==> config.mk <==
export PLATFORM = sky130hd
export DESIGN_NAME = cpu_multi_flat
export DESIGN_NICKNAME = d
export VERILOG_FILES = /design/src/rtl/cpu_multi_if.sv /design/src/rtl/cpu_multi.sv /design/src/flat_wrapper.sv
export SDC_FILE = /design/constraint.sdc
export NUM_CORES = 2
export LEC_CHECK = 0
export BUFFER_PORTS_ARGS = -buffer_cell sky130_fd_sc_hd__clkbuf_2
export CAP_MARGIN = 15
export CORE_ASPECT_RATIO = 0.7
export CORE_MARGIN = 2
export CORE_UTILIZATION = 35
export CTS_CLUSTER_SIZE = 16
export DETAILED_ROUTE_END_ITERATION = 6
export GPL_ROUTABILITY_DRIVEN = 0
export SETUP_SLACK_MARGIN = 0.4
export SYNTH_ARGS = -nofsm -noshare
export SYNTH_HDL_FRONTEND = slang
export SYNTH_SLANG_ARGS = --single-unit
==> constraint.sdc <==
create_clock -name clk -period 5.1 [get_ports clk]
set_clock_uncertainty 0.05 [all_clocks]
set_input_delay 1.02 -clock clk [delete_from_list [all_inputs] [get_ports clk]]
set_output_delay 1.02 -clock clk [all_outputs]
set_load 0.01 [all_outputs]
==> src/rtl/cpu_multi_if.sv <==
// Unified instruction/data memory bus for cpu_multi.
// req is registered by the core; an access completes in the cycle where req && ready.
interface cpu_multi_if;
  logic        mem_req;
  logic        mem_we;
  logic [31:0] mem_addr;
  logic [31:0] mem_wdata;
  logic [31:0] mem_rdata;
  logic        mem_ready;

  modport master (output mem_req, mem_we, mem_addr, mem_wdata, input mem_rdata, mem_ready);
  modport slave  (input mem_req, mem_we, mem_addr, mem_wdata, output mem_rdata, mem_ready);
endinterface

==> src/rtl/cpu_multi.sv <==
// Multi-cycle MIPS-subset core with a shared ALU and one unified memory port.
// Optional build macro CPU_MULTI_TRACE_EN adds retire/retire_pc trace outputs.
module cpu_multi #(
  parameter logic [31:0] RESET_PC       = 32'h0000_0000,
  parameter bit          WORD_ADDR_ONLY = 1'b1
) (
  input  logic        clk,
  input  logic        rst,
  cpu_multi_if.master mem,
  output logic        halted,
  output logic [31:0] pc_dbg,
  output logic [3:0]  state_dbg
`ifdef CPU_MULTI_TRACE_EN
  ,
  output logic        retire,
  output logic [31:0] retire_pc
`endif
);
  typedef enum logic [3:0] {
    S_FETCH, S_DECODE, S_EXEC_R, S_WB_R, S_EXEC_I, S_WB_I, S_MEMADDR,
    S_MEM_RD, S_WB_MEM, S_MEM_WR, S_BRANCH, S_JUMP, S_HALT
  } state_t;

  localparam logic [5:0] OP_RTYPE = 6'h00, OP_J  = 6'h02, OP_BEQ = 6'h04;
  localparam logic [5:0] OP_ADDI  = 6'h08, OP_LW = 6'h23, OP_SW  = 6'h2B;
  localparam logic [5:0] FN_ADD = 6'h20, FN_SUB = 6'h22, FN_AND = 6'h24;
  localparam logic [5:0] FN_OR  = 6'h25, FN_SLT = 6'h2A;

  state_t      state, dec_next;
  logic [31:0] pc, ir, mdr, a, b, alu_out;
  logic [31:0] regs [32];

  logic [5:0]  opcode, funct;
  logic [4:0]  rs, rt, rd;
  logic [31:0] imm_sext, ea, alu_r, branch_pc, jump_pc;
  logic        funct_ok, misaligned;
  logic        unused_shamt;

  assign opcode       = ir[31:26];
  assign rs           = ir[25:21];
  assign rt           = ir[20:16];
  assign rd           = ir[15:11];
  assign funct        = ir[5:0];
  assign unused_shamt = ^ir[10:6];
  assign imm_sext     = {{16{ir[15]}}, ir[15:0]};
  assign ea           = a + imm_sext;
  assign misaligned   = WORD_ADDR_ONLY && (ea[1:0] != 2'b00);
  assign branch_pc    = (a == b) ? alu_out : pc;
  assign jump_pc      = {pc[31:28], ir[25:0], 2'b00};

  assign pc_dbg    = pc;
  assign state_dbg = state;

  function automatic logic [31:0] bus_addr(input logic [31:0] x);
    return WORD_ADDR_ONLY ? {x[31:2], 2'b00} : x;
  endfunction

  always_comb begin
    funct_ok = 1'b1;
    alu_r    = '0;
    case (funct)
      FN_ADD:  alu_r = a + b;
      FN_SUB:  alu_r = a - b;
      FN_AND:  alu_r = a & b;
      FN_OR:   alu_r = a | b;
      FN_SLT:  alu_r = {31'b0, $signed(a) < $signed(b)};
      default: funct_ok = 1'b0;
    endcase
  end

  always_comb begin
    case (opcode)
      OP_RTYPE:     dec_next = funct_ok ? S_EXEC_R : S_HALT;
      OP_LW, OP_SW: dec_next = S_MEMADDR;
      OP_BEQ:       dec_next = S_BRANCH;
      OP_J:         dec_next = S_JUMP;
      OP_ADDI:      dec_next = S_EXEC_I;
      default:      dec_next = S_HALT;
    endcase
  end

  // Every transition back to FETCH raises the next fetch request itself, so the
  // registered req is already high in FETCH and zero-wait fetches take one cycle.
  always_ff @(posedge clk) begin
    if (rst) begin
      state         <= S_FETCH;
      pc            <= RESET_PC;
      ir            <= '0;
      mdr           <= '0;
      a             <= '0;
      b             <= '0;
      alu_out       <= '0;
      halted        <= 1'b0;
      mem.mem_req   <= 1'b0;
      mem.mem_we    <= 1'b0;
      mem.mem_addr  <= '0;
      mem.mem_wdata <= '0;
      for (int unsigned i = 0; i < 32; i++) regs[i[4:0]] <= '0;
    end else begin
      case (state)
        S_FETCH: begin
          if (!mem.mem_req) begin
            mem.mem_req  <= 1'b1;
            mem.mem_we   <= 1'b0;
            mem.mem_addr <= bus_addr(pc);
          end else if (mem.mem_ready) begin
            ir          <= mem.mem_rdata;
            pc          <= pc + 32'd4;
            mem.mem_req <= 1'b0;
            state       <= S_DECODE;
          end
        end
        S_DECODE: begin
          a       <= regs[rs];
          b       <= regs[rt];
          alu_out <= pc + {imm_sext[29:0], 2'b00};
          state   <= dec_next;
          if (dec_next == S_HALT) halted <= 1'b1;
        end
        S_EXEC_R: begin
          alu_out <= alu_r;
          state   <= S_WB_R;
        end
        S_EXEC_I: begin
          alu_out <= ea;
          state   <= S_WB_I;
        end
        S_WB_R, S_WB_I, S_WB_MEM: begin
          if (state == S_WB_R && rd != 5'd0) regs[rd] <= alu_out;
          if (state == S_WB_I && rt != 5'd0) regs[rt] <= alu_out;
          if (state == S_WB_MEM && rt != 5'd0) regs[rt] <= mdr;
          mem.mem_req  <= 1'b1;
          mem.mem_we   <= 1'b0;
          mem.mem_addr <= bus_addr(pc);
          state        <= S_FETCH;
        end
        S_MEMADDR: begin
          alu_out <= ea;
          if (misaligned) begin
            halted <= 1'b1;
            state  <= S_HALT;
          end else begin
            mem.mem_req  <= 1'b1;
            mem.mem_we   <= (opcode == OP_SW);
            mem.mem_addr <= bus_addr(ea);
            if (opcode == OP_SW) mem.mem_wdata <= b;
            state <= (opcode == OP_SW) ? S_MEM_WR : S_MEM_RD;
          end
        end
        S_MEM_RD: begin
          if (mem.mem_req && mem.mem_ready) begin
            mdr         <= mem.mem_rdata;
            mem.mem_req <= 1'b0;
            state       <= S_WB_MEM;
          end
        end
        S_MEM_WR: begin
          if (mem.mem_req && mem.mem_ready) begin
            mem.mem_we   <= 1'b0;
            mem.mem_addr <= bus_addr(pc);
            state        <= S_FETCH;
          end
        end
        S_BRANCH, S_JUMP: begin
          pc           <= (state == S_JUMP) ? jump_pc : branch_pc;
          mem.mem_req  <= 1'b1;
          mem.mem_we   <= 1'b0;
          mem.mem_addr <= bus_addr((state == S_JUMP) ? jump_pc : branch_pc);
          state        <= S_FETCH;
        end
        S_HALT: begin
          halted      <= 1'b1;
          mem.mem_req <= 1'b0;
        end
        default: begin
          halted      <= 1'b1;
          mem.mem_req <= 1'b0;
          state       <= S_HALT;
        end
      endcase
    end
  end

`ifdef CPU_MULTI_TRACE_EN
  logic [31:0] fetch_pc;

  always_ff @(posedge clk) begin
    if (rst) fetch_pc <= '0;
    else if (state == S_FETCH && mem.mem_req && mem.mem_ready) fetch_pc <= pc;
  end

  assign retire_pc = fetch_pc;
  assign retire    = (state == S_WB_R) || (state == S_WB_I) || (state == S_WB_MEM) ||
                     (state == S_BRANCH) || (state == S_JUMP) ||
                     (state == S_MEM_WR && mem.mem_req && mem.mem_ready);
`endif
endmodule

==> src/flat_wrapper.sv <==
// flat-port wrapper written by rule: the top's interface ports become plain ports
module cpu_multi_flat 
#(
  parameter logic [31:0] RESET_PC       = 32'h0000_0000,
  parameter bit          WORD_ADDR_ONLY = 1'b1
)
  (clk, rst, halted, pc_dbg, state_dbg, mem_mem_req, mem_mem_we, mem_mem_addr, mem_mem_wdata, mem_mem_rdata, mem_mem_ready);
  cpu_multi_if mem_i ();
  input  logic clk;
  input  logic rst;
  output logic halted;
  output logic [31:0] pc_dbg;
  output logic [3:0] state_dbg;
  output wire logic [$bits(mem_i.mem_req)-1:0] mem_mem_req;
  output wire logic [$bits(mem_i.mem_we)-1:0] mem_mem_we;
  output wire logic [$bits(mem_i.mem_addr)-1:0] mem_mem_addr;
  output wire logic [$bits(mem_i.mem_wdata)-1:0] mem_mem_wdata;
  input wire logic [$bits(mem_i.mem_rdata)-1:0] mem_mem_rdata;
  input wire logic [$bits(mem_i.mem_ready)-1:0] mem_mem_ready;
  assign mem_mem_req = mem_i.mem_req;
  assign mem_mem_we = mem_i.mem_we;
  assign mem_mem_addr = mem_i.mem_addr;
  assign mem_mem_wdata = mem_i.mem_wdata;
  assign mem_i.mem_rdata = mem_mem_rdata;
  assign mem_i.mem_ready = mem_mem_ready;
  cpu_multi #(.RESET_PC(RESET_PC), .WORD_ADDR_ONLY(WORD_ADDR_ONLY)) u_core (.clk(clk), .rst(rst), .mem(mem_i), .halted(halted), .pc_dbg(pc_dbg), .state_dbg(state_dbg));
endmodule
Word-level counts from Yosys, hierarchy flattened. Memories as Yosys holds them, arrays and structs flattened. A register that Yosys moved wholly into a read port is not among the register bits. Index checks and enable logic that the tools add are counted.

Magnitude comparators: 1. Bitwise logic cells: 7. Equality and inequality tests: 33. Muxes and demuxes: 53. Reductions and logical operators: 33. Add/sub/neg operators: 5.

Operator list (count): two-way mux 32 bit (10); case mux 32 bit (5 select lines) (2); adder 32 bit (3); case mux 32 bit (3 select lines) (1); case mux 32 bit (2 select lines) (1); OR reduction 32 bit (2); equality test 6 bit (second input constant) (7); case mux 4 bit (9 select lines) (1); adder 32 x 3 -> 32 bit (second input constant) (1); bitwise AND 32 bit (1); equality test 32 bit (1); less-than comparator 32 bit (1); OR 32 bit (1); subtractor 32 bit (1); two-way mux 4 bit (7); two-way mux 1 bit (25); equality test 4 bit (second input constant) (6); case mux 4 bit (5 select lines) (1); equality test 4 x 3 -> 1 bit (second input constant) (4); AND reduction 3 bit (5); nonzero test 5 bit (3); AND reduction 4 bit (3); two-way mux 5 bit (2); inequality test 2 x 1 -> 1 bit (second input constant) (5); other kinds (25) (38).

Memories kept: 1. Logic and storage cells: 144. Flip-flop bits (word level): 199. Output and inout bits: 103. RAM bits: 1024. Input bits: 35.

Memories: u_core.regs (words 32, bits a word 32, rd ports 2, clocked after memory_dff 2, write ports 32, line cpu_multi.sv:31) `logic [31:0] regs [32];`.

Depth between registers and ports, before layout.
Depth in word-level cells: 9. Gate-level depth with buffers: 16. Gate-level depth less buffers: 14.

Worst setup path after synthesis. OpenSTA, ideal clock, no wires.

Path type: input-to-reg. Start: input rst. End: memory u_core.regs[24][0], enable pin. Stages on the path: 7. Path buffers: 2. Required time: 4.661 ns. Slack: 1.083 ns. Data arrival time: 3.577 ns. Setup time: 0.389 ns. Path through: clkbuf_1 nor4_1 or4b_2 o31ai_1 nand2_1 clkbuf_1 nand2_1.

RTL lines: from (decl) (line flat_wrapper.sv:10) `input logic rst;`; to (decl) (line cpu_multi.sv:31).

Worst setup path after layout.
Start: register u_core.b[14], read port of u_core.regs. End: register u_core.alu_out[31].

Cells in the longest elaborated chain, start to end: 3. Elaborated cells on any way between the ends: 4. Those cells by class: add/sub: 2; mux: 2.

Ends and longest elaborated chain: from (decl) (line cpu_multi.sv:30) `logic [31:0] pc, ir, mdr, a, b, alu_out;`; subtractor 32 bit / adder 32 bit (equally long branches) (line cpu_multi.sv:63, cpu_multi.sv:62); case mux 32 bit (5 select lines) (*) (line cpu_multi.sv:61) `case (funct)`; case mux 32 bit (3 select lines) (*) (line cpu_multi.sv:100) `case (state)`; to (signal assigned) (line cpu_multi.sv:116) `alu_out <= pc + {imm_sext[29:0], 2'b00};`; to (signal assigned) (line cpu_multi.sv:121) `alu_out <= alu_r;`; to (decl) (line cpu_multi.sv:30).

Every way passes the cells marked *; elsewhere a longest branch is shown, timed or not. A chain may end at the register's enable or synchronous reset.

==> flow_summary.toml <==
[floorplan]
initial_core_util_pct = 35.26
fp.dieW_um = 539.9
die_area_sq_mm = 0.2047
ioPinCount = 138
fp-row-count = 137
die_h_um = 379.1
coreArea_sq_mm = 0.1995

[timing]
final.period_utilization_pct = 91.52
rsz0062_at_grt = "no"
finalSetupViolations = 0
fin_tns_setup_ns = 0
min_period_ns = 4.667
tightest_slew_ns = 1.192
drv_slew = 0
relSlewSlack_pct = 19.80
hold_viol = 0
fmax_mhz = 214.3

[worst_setup_path]
rr_endpoint = "u_core.alu_out[31]"
cp.required_ns = 5.63
start_kind = "flip-flop"
reg2regPathDepth = 13
critPathArrivalTime_ns = 5.20
r2r-start = "u_core.b[14]"
crit_fanout = 15
cp-end-kind = "flip-flop"
r2r_slack_ns = 0.43
critPathKind = "reg -> reg"
critPathLaunch = "u_core.b[14]"

[cts]
cts_made_buffers = 118
cts_sinks = 1285
cts_hold_buf = 0
clk_pin_slew_ns = 0.07
htree_levels = 3
insertion_delay_ns = 0.76
root_buffer = "clkbuf_16"
cts_tree = "done"
cts_buffer_depth = 3

[synthesis]
ys_seq_elements = 1285
synth_edf_count = 1024
synth_area_leaders = "edfxtp_1 (44%), mux4_2 (20%), dfxtp_1 (7.4%)"
syn-instance-count = 5782
synth_top_area_share_pct = 43.71
netlist_top_cells_count = "nor2_1 (1310), edfxtp_1 (1024), mux4_2 (640)"
synth_most_common_cell = "nor2_1"
synth-seq-area-share_pct = 51.13
syn_area_sq_mm = 0.07035
ys_warn_count = 0
yosys_most_used_dff = "edfxtp_1"
async_flop_share_pct = 0
synth_area_per_cell_sq_um = 12.17
synthDistinctLibCells = 85
synth_top_area_cell = "edfxtp_1"

[cells_and_area]
drive_above_1_share_pct = 22.08
stdcell_count = 8499
fin_nets = 5958
multiInputGateArea_sq_mm = 0.03254
n_fill_cell = 18718
syn_to_final_growth_pct = 12.23
ff_latch_area_sq_mm = 0.03601
fin_area_sq_mm = 0.07896
fin_util_pct = 39.57

[outcome]
outcome = "finished, violations left"
violations = "design-rule violations"

[worst_hold_path]
hold_path_class = "reg -> reg"
min_from = "u_core.mem.mem_wdata[9]"
hold_end = "u_core.mem.mem_wdata[9]"
holdPathStages = 2

[placement]
place_area_sq_mm = 0.07502
dp.final_hpwl_um = 168500
portBuffers = 135
dp.cells = 8274

[grt]
antenna_found_initial = 13
grt_pass1_vias = 49289
grt_usage_pct = 24.41
grt_overflow_total = 0
grt_pass1_wl_um = 362500
grt_start_max_net_pins = 151

[power]
p_per_area_mw_per_mm2 = 423.8
p_leak_nw = 25.70
total_power_w = 0.03346
ir_drop_mv = 0.3025

[routing]
ant_nets = 0
drt-total-wl_um = 255200
drt_first_pass_iters = 7
via_per_inst = 6.217
drtIter0Drc = 9221
wl_per_cell_um = 30.02
drc_errors = 16
vias = 52836

[job]
timing.max_cap.violations = 0
-- metrics by stage --
stage / hold slack (ns) / setup slack [ns]
2_1_floorplan: 0.3857 / 1.083
3_3_place_gp: 0.3963 / 0.7063
3_5_place_dp: 0.3965 / 0.8063
4_1_cts: 0.3866 / 0.7673
5_1_grt: 0.4123 / 0.4434
6_report: 0.4049 / 0.4326
-- area by class of cell --
type | instances | area share [%]
Inverter | 119 | 0.5657
Antenna cell | 2 | 0.006338
Multi-Input combinational cell | 3889 | 41.21
Clock inverter | 63 | 0.7574
Clock buffer | 158 | 4.187
Sequential cell | 1285 | 45.61
Timing Repair Buffer | 342 | 3.483
Tap cell | 2641 | 4.185
-- worst max-delay path by stage --
stage / cells past startpoint / slack (ns) / end
3_5_place_dp: 13 / 0.81 / u_core.alu_out[23]
3_3_place_gp: 12 / 0.71 / u_core.alu_out[28]
5_1_grt: 13 / 0.44 / u_core.alu_out[31]
6_report: 13 / 0.43 / u_core.alu_out[31]
4_1_cts: 13 / 0.77 / u_core.alu_out[23]
2_1_floorplan: 7 / 1.08 / u_core.regs[24][0]
-- report_power, final --
part | total (W) | internal [W] | switching (W)
Combinational | 0.0113 | 0.00411 | 0.00715
Clock | 0.00927 | 0.00506 | 0.00422
Sequential | 0.0129 | 0.0119 | 0.000982
Total | 0.0335 | 0.0211 | 0.0123
-- cell families (layout without fill, tap and decap cells) --
logic type      after synthesis  count (layout)  synth area share [%]
mux                         769             769                 22.33
xor+xnor                     98              98                 1.220
fa+ha+maj                   168             168                 3.030
flops                      1285            1285                 51.13
other cells                   1              36              0.005330
simple gates               1983            1983                 11.31
buf+inv                     641             682                 3.511
compound gates              837             837                 7.464
-- metal layers --
layer / track usage (%) / share of wire, % / up-vias
li1: - / - / 21538
met1: 36.87 / 41 / 26889
met2: 33.60 / 41 / 3949
met3: 7.942 / 16 / 432
met4: 5.350 / 2.4 / 28
met5: 0 / 0.078 / -
-- cell usage in the layout (no fill, tap or decap), types with 17 or more instances in the layout --
| cell | Yosys | routed |
|---|---|---|
| inv_1 | 115 | 116 |
| and3_1 | 18 | 18 |
| nand3_1 | 48 | 47 |
| nor3_1 | 62 | 60 |
| a311oi_1 | 26 | 26 |
| edfxtp_1 | 1024 | 1024 |
| buf_4 | 3 | 165 |
| xnor2_1 | 59 | 59 |
| dfxtp_1 | 261 | 249 |
| nand2_2 | 0 | 62 |
| mux2i_1 | 127 | 95 |
| o22ai_1 | 21 | 21 |
| conb_1 | 1 | 34 |
| mux4_2 | 640 | 640 |
| clkbuf_16 | 0 | 123 |
| clkinv_1 | 3 | 23 |
| ha_1 | 164 | 164 |
| nor2_1 | 1310 | 1310 |
| nand2_1 | 434 | 372 |
| o31ai_1 | 17 | 17 |
| clkinv_2 | 0 | 18 |
| o21ai_1 | 21 | 22 |
| a21o_1 | 43 | 43 |
| o21ai_0 | 120 | 119 |
| mux2i_4 | 0 | 24 |
| a211oi_1 | 120 | 120 |
| a21oi_1 | 315 | 314 |
| nor2b_1 | 21 | 21 |
| buf_12 | 0 | 41 |
| clkbuf_2 | 1 | 136 |
| a31oi_1 | 25 | 25 |
| nand4_1 | 17 | 17 |
| xor2_1 | 39 | 39 |
| clkbuf_1 | 436 | 23 |
-- state kept, by name, summed over array words and instances, names as in the netlist, 4 cells and up --
signal and count:
u_core.a 32, u_core.alu_out 32, u_core.b 32, u_core.ir 32, u_core.mdr 32, u_core.mem.mem_addr 30, u_core.mem.mem_wdata 32, u_core.pc_dbg 32
u_core.regs 1024, u_core.state_dbg 4
-- worst max-delay path, cell delays in order (launching register included) --
cell	delay, ns
dfxtp_1	0.62
inv_1	0.15
ha_1	0.55
a21oi_1	0.31
o21bai_1	0.10
a21o_1	0.22
or3b_2	0.46
o21ai_0	0.57
o21ai_1	0.29
a311oi_1	0.37
o32ai_1	0.15
xor2_1	0.17
a22oi_1	0.36
a311oi_1	0.15
-- timing repair --
action                                  in CTS  in global routing
endpoints found under the hold margin        0                  0
setup buffers                                0                  0
endpoints found under the setup margin       0                  2
gates resized for setup                      0                  1
No activity file was read; power rests on OpenSTA's default activity.
